==> src/rtl/div_clk_monitor.sv <==
// div_clk_monitor
// Receive-side checker for an integer-divided clock. It samples sig_in in the
// clk domain and measures the rise-to-rise period and the high time in clk
// cycles. It declares lock after LOCK_CNT consecutive periods of exactly DIV
// cycles, and it pulses period, duty and stall faults.
// Optional feature macro: DIV_CLK_MONITOR_DUTY_CHECK_EN. When it is defined,
// the high-time counter and the fall capture logic are built. When it is not
// defined, high_width and duty_err are tied to 0. The ports and the
// period/lock behaviour are the same in both builds.
module div_clk_monitor #(
  parameter int DIV      = 9,
  parameter int LOCK_CNT = 4,
  parameter int CW       = $clog2(2*DIV+1)
) (
  input  logic          clk,
  input  logic          reset,
  input  logic          sig_in,
  output logic [CW-1:0] period,
  output logic [CW-1:0] high_width,
  output logic          meas_valid,
  output logic          lock,
  output logic          period_err,
  output logic          duty_err,
  output logic          stall_err
);

  localparam int GW = $clog2(LOCK_CNT+1);
  localparam logic [CW-1:0] DIV_C  = CW'(DIV);
  localparam logic [CW-1:0] PMAX_C = CW'(2*DIV);
  localparam logic [GW-1:0] LOCK_C = GW'(LOCK_CNT);

  typedef enum logic [1:0] {
    IDLE    = 2'd0,
    MEASURE = 2'd1,
    LOCKED  = 2'd2
  } state_e;

  // ---------------------------------------------------------------------------
  // Input path: two-flop synchronizer followed by one delay stage.
  // ---------------------------------------------------------------------------
  logic sync1_q, sync1_d;
  logic sync2_q, sync2_d;
  logic s_dly_q, s_dly_d;
  logic s;
  logic rise;

  // The synchronizer and delay chain simply shift sig_in toward the clk domain.
  always_comb begin
    sync1_d = sig_in;
    sync2_d = sync1_q;
    s_dly_d = sync2_q;
  end

  // Registers for the synchronizer and delay chain.
  always_ff @(posedge clk or negedge reset) begin
    if (!reset) begin
      sync1_q <= 1'b0;
      sync2_q <= 1'b0;
      s_dly_q <= 1'b0;
    end else begin
      sync1_q <= sync1_d;
      sync2_q <= sync2_d;
      s_dly_q <= s_dly_d;
    end
  end

  assign s    = sync2_q;
  assign rise = s & ~s_dly_q;

  // ---------------------------------------------------------------------------
  // Period counter: restarts at 1 after every rise and saturates at 2*DIV.
  // The saturation value also serves as the stall threshold.
  // ---------------------------------------------------------------------------
  logic [CW-1:0] pcnt_q, pcnt_d;

  // Reload on a rise, otherwise count up until the stall threshold.
  always_comb begin
    pcnt_d = pcnt_q;
    if (rise) begin
      pcnt_d = CW'(1);
    end else if (pcnt_q != PMAX_C) begin
      pcnt_d = pcnt_q + CW'(1);
    end
  end

  // Register for the period counter.
  always_ff @(posedge clk or negedge reset) begin
    if (!reset) begin
      pcnt_q <= '0;
    end else begin
      pcnt_q <= pcnt_d;
    end
  end

  // ---------------------------------------------------------------------------
  // Lock FSM with registered outputs.
  // ---------------------------------------------------------------------------
  state_e        state_q, state_d;
  logic [GW-1:0] good_cnt_q, good_cnt_d;
  logic [GW-1:0] good_inc;
  logic [CW-1:0] period_q, period_d;
  logic          meas_valid_q, meas_valid_d;
  logic          lock_q, lock_d;
  logic          period_err_q, period_err_d;
  logic          stall_err_q, stall_err_d;

  // Next-state logic. A rise takes priority over stall detection, so a rise
  // that arrives exactly when the counter saturates is measured and is not
  // treated as a stall.
  always_comb begin
    state_d      = state_q;
    good_cnt_d   = good_cnt_q;
    period_d     = period_q;
    lock_d       = lock_q;
    meas_valid_d = 1'b0;
    period_err_d = 1'b0;
    stall_err_d  = 1'b0;
    good_inc     = (good_cnt_q == LOCK_C) ? good_cnt_q : good_cnt_q + GW'(1);
    unique case (state_q)
      IDLE: begin
        if (rise) begin
          state_d = MEASURE;
        end
      end
      MEASURE, LOCKED: begin
        if (rise) begin
          period_d     = pcnt_q;
          meas_valid_d = 1'b1;
          if (pcnt_q == DIV_C) begin
            good_cnt_d = good_inc;
            if (good_inc == LOCK_C) begin
              state_d = LOCKED;
              lock_d  = 1'b1;
            end
          end else begin
            period_err_d = 1'b1;
            good_cnt_d   = '0;
            lock_d       = 1'b0;
            state_d      = MEASURE;
          end
        end else if (pcnt_q == PMAX_C) begin
          stall_err_d = 1'b1;
          good_cnt_d  = '0;
          lock_d      = 1'b0;
          state_d     = IDLE;
        end
      end
      default: begin
        state_d    = IDLE;
        good_cnt_d = '0;
        lock_d     = 1'b0;
      end
    endcase
  end

  // Single register stage for the FSM state and its registered outputs.
  always_ff @(posedge clk or negedge reset) begin
    if (!reset) begin
      state_q      <= IDLE;
      good_cnt_q   <= '0;
      period_q     <= '0;
      meas_valid_q <= 1'b0;
      lock_q       <= 1'b0;
      period_err_q <= 1'b0;
      stall_err_q  <= 1'b0;
    end else begin
      state_q      <= state_d;
      good_cnt_q   <= good_cnt_d;
      period_q     <= period_d;
      meas_valid_q <= meas_valid_d;
      lock_q       <= lock_d;
      period_err_q <= period_err_d;
      stall_err_q  <= stall_err_d;
    end
  end

  assign period     = period_q;
  assign meas_valid = meas_valid_q;
  assign lock       = lock_q;
  assign period_err = period_err_q;
  assign stall_err  = stall_err_q;

`ifdef DIV_CLK_MONITOR_DUTY_CHECK_EN
  // ---------------------------------------------------------------------------
  // Duty measurement: count high cycles from each rise and capture the count
  // on the following fall. Only the values DIV/2 and (DIV+1)/2 are legal.
  // ---------------------------------------------------------------------------
  localparam logic [CW-1:0] HLO_C = CW'(DIV/2);
  localparam logic [CW-1:0] HHI_C = CW'((DIV+1)/2);

  logic          fall;
  logic [CW-1:0] hcnt_q, hcnt_d;
  logic [CW-1:0] high_width_q, high_width_d;
  logic          duty_err_q, duty_err_d;

  assign fall = ~s & s_dly_q;

  // The high counter restarts on a rise and counts while the synchronized
  // signal stays high. A fall seen while no measurement is active is ignored.
  always_comb begin
    hcnt_d       = hcnt_q;
    high_width_d = high_width_q;
    duty_err_d   = 1'b0;
    if (rise) begin
      hcnt_d = CW'(1);
    end else if (s && (hcnt_q != PMAX_C)) begin
      hcnt_d = hcnt_q + CW'(1);
    end
    if (fall && (state_q != IDLE)) begin
      high_width_d = hcnt_q;
      duty_err_d   = (hcnt_q != HLO_C) && (hcnt_q != HHI_C);
    end
  end

  // Registers for the duty measurement.
  always_ff @(posedge clk or negedge reset) begin
    if (!reset) begin
      hcnt_q       <= '0;
      high_width_q <= '0;
      duty_err_q   <= 1'b0;
    end else begin
      hcnt_q       <= hcnt_d;
      high_width_q <= high_width_d;
      duty_err_q   <= duty_err_d;
    end
  end

  assign high_width = high_width_q;
  assign duty_err   = duty_err_q;
`else
  assign high_width = '0;
  assign duty_err   = 1'b0;
`endif

endmodule

==> config.mk <==
export PLATFORM = sky130hd
export DESIGN_NAME = div_clk_monitor
export DESIGN_NICKNAME = d
export VERILOG_FILES = /design/src/rtl/div_clk_monitor.sv
export SDC_FILE = /design/constraint.sdc
export NUM_CORES = 1
export LEC_CHECK = 0
export CORE_MARGIN = 1.5
export CORE_UTILIZATION = 51
export CTS_CLUSTER_SIZE = 16
export DETAILED_ROUTE_END_ITERATION = 16
export GPL_ROUTABILITY_DRIVEN = 0
export PLACE_DENSITY = 0.84
export SYNTH_ARGS = -nofsm -noshare
export SYNTH_HDL_FRONTEND = slang
export SYNTH_SLANG_ARGS = --single-unit
==> constraint.sdc <==
create_clock -name clk -period 2.35 [get_ports clk]
set_input_delay 0.705 -clock clk [delete_from_list [all_inputs] [get_ports clk]]
set_output_delay 0.705 -clock clk [all_outputs]
set_load 0.02 [all_outputs]
==> results.yml <==
job:
  drv_cap: 0
sta:
  finalSetupViolations: 0
  fin_crit_sh: 0.881
  finalHoldViolations: 0
  finClkSkew_ps: 1.60
  rsz0062_at_grt: "no"
  period_needed_ps: 2070
  whs_ps: 372
  fin_tns_setup_ps: 0
  final_max_slew_viol_count: 0
  fmax_ghz: 0.483
clock_tree:
  postCtsSetupRepairBufs: 0
  cts_buffers: 3
  worstSkewPairLatency_ps: 300
  cts_tree: "done"
  postCtsHoldBufs: 0
  post_cts_resize_count: 0
  ctsRootBufferMaster: "clkbuf_4"
  cts.sinks: 22
  cts_htree_levels: 1
  clkSlewWorstSetupHoldPaths_ps: 120
  clk_path_buf_depth: 2
floorplanning:
  rows: 16
  initial_core_util: 0.545
  io_pins: 18
  core_area_um2: 1960
  design.die.area_um2: 2380
  die_h_um: 48.8
  die_w_um: 48.8
synth:
  syn_avg_cell_area_um2: 11.0
  synth_cell_types: 31
  synth-seq-area-share: 0.515
  ys_ff_latch: 22
  synthesis.area_um2: 1070
  yosys_warnings: 0
  syn_inst: 97
worst_setup_path:
  cp.required_ps: 2550
  cp_max_fo: 5
  critical_path_class: "reg2reg"
  critPathMaxStageDelay_ps: 440
  arrival_ps: 2270
  cp_cell_sequence: "inv_1 > ha_1 > nor4bb_1 > nand3_1 > o22ai_1 > mux2_4"
  crit_path_top_delay_cell: "dfrtp_1"
  startpoint_type: "flip-flop"
  endpoint_kind: "flip-flop"
detailed_routing:
  drc: 0
  wirelength_um: 1710
  vias_per_cell: 5.23
  ant_nets: 0
  routed-via-count: 727
  wl_per_cell_um: 12.3
  dr.pass1.iters: 4
  drt_iter0_drc: 10
layout:
  areaGrowthSynthToFinish_pct: 15.4
  stdcell_area_um2: 1230
  num_antenna_cells: 0
  final_cell_mix: "22 x dfrtp_1, 11 x clkdlybuf4s50_1, 8 x nor2_1"
  final_common_cell: "dfrtp_1"
  nets: 123
  drive_gt1_frac: 0.0893
grt:
  grt_max_degree: 23
  grt-ovfl-total: 0
  grt_pass1_vias: 722
  grt_pass1_wl_um: 2990
  grt_usage: 0.164
  antenna_found_initial: 0
placement:
  place_hpwl_um: 1310
  io_buffer_count: 11
  dpl_cell_area_um2: 1200
worst_hold_path:
  hp-class: "reg2reg"
power_and_ir_drop:
  fin_total_pwr_mw: 1.16
  power_density_nw_per_um2: 943
  p_leak_nw: 0.580
  ir_drop_mv: 0.534
status:
  status: "finished, final reports clean"
## through the flow
stage / utilization / cells / setup slack, ps
after floorplan: - / 102 / 438
after global placement: 0.611 / 135 / 407
after detailed placement: 0.611 / 135 / 298
after CTS: 0.629 / 139 / 274
after global routing: 0.629 / 139 / 138
final: 0.629 / 139 / 280
## routing by layer
layer  global-route usage  share of wire  up-vias  wire length, um
li1                     -              -      351                -
met1                0.195           0.46      359              788
met2                0.288           0.49       13              836
met3               0.0399          0.032        4               55
met4               0.0571          0.015        0               25
met5                    0              0        -                0
## final timing paths
kind                       slack, ps                   from  depth (start not counted)                endpoint
max                              280  pcnt_q[1]$_DFFE_PN0P_                          6  state_q[0]$_DFFE_PN0P_
min                              370      sync1_q$_DFF_PN0_                          0             s$_DFF_PN0_
max reg2reg                      280  pcnt_q[1]$_DFFE_PN0P_                          6  state_q[0]$_DFFE_PN0P_
min reg2reg                      370      sync1_q$_DFF_PN0_                          0             s$_DFF_PN0_
max in group asynchronous       1410                  reset                          2   period[2]$_DFFE_PN0P_
min in group asynchronous        720                  reset                          2   period[3]$_DFFE_PN0P_
## Yosys cell counts, drive strengths merged
cell | count | share of area
o21ai | 5 | 0.023
a32o | 1 | 0.0094
clkbuf | 1 | 0.0035
nor4bb | 1 | 0.0094
nand2b | 2 | 0.012
o22ai | 1 | 0.0059
a21oi | 6 | 0.028
a22o | 1 | 0.0082
nand3b | 1 | 0.0070
conb | 1 | 0.0035
a211oi | 1 | 0.0070
nand2 | 6 | 0.021
dfrtp | 22 | 0.51
xnor2 | 1 | 0.0082
nand3 | 4 | 0.019
mux2 | 4 | 0.046
a311oi | 1 | 0.014
nor2 | 8 | 0.028
xor2 | 3 | 0.025
ha | 7 | 0.082
nand4bb | 2 | 0.021
or3b | 1 | 0.0082
and3 | 1 | 0.0059
buf | 6 | 0.042
a31oi | 2 | 0.018
and2b | 1 | 0.0070
inv | 7 | 0.025
## cell families after synthesis
kind of cell,after synthesis,synth area share
simple gates,27,0.138
flops,22,0.515
compound gates,18,0.113
buf+inv,14,0.0702
fa+ha+maj,7,0.0819
xor+xnor,4,0.0328
mux,4,0.0456
other cells,1,0.00351
## state kept, by name, summed over array words and instances (netlist names)
| name | flops |
|---|---|
| pcnt_q | 5 |
| period | 5 |
| good_cnt_q | 3 |
| state_q | 2 |
| lock | 1 |
| meas_valid | 1 |
| period_err | 1 |
| s | 1 |
| s_dly_q | 1 |
| stall_err | 1 |
| sync1_q | 1 |
## area by class of cell
cell class | count | area (um^2)
fillers | 181 | 727
flip-flops and latches | 22 | 551
multi-input cells | 66 | 463
repair buffers | 13 | 125
clock buffers | 4 | 36.3
well taps | 27 | 33.8
inverters | 7 | 26.3
## critical path: cells and delay by family (launching register included)
kind | cells | cell delay, ps
simple gates | 2 | 640
flops | 1 | 440
buf+inv | 1 | 100
mux | 1 | 330
fa+ha+maj | 1 | 160
compound gates | 1 | 300
## power breakdown
group	internal, mW	switching [mW]
Combinational	0.204	0.218
Clock	0.0946	0.112
Sequential	0.462	0.0738
No activity file was read; power rests on OpenSTA's default activity.
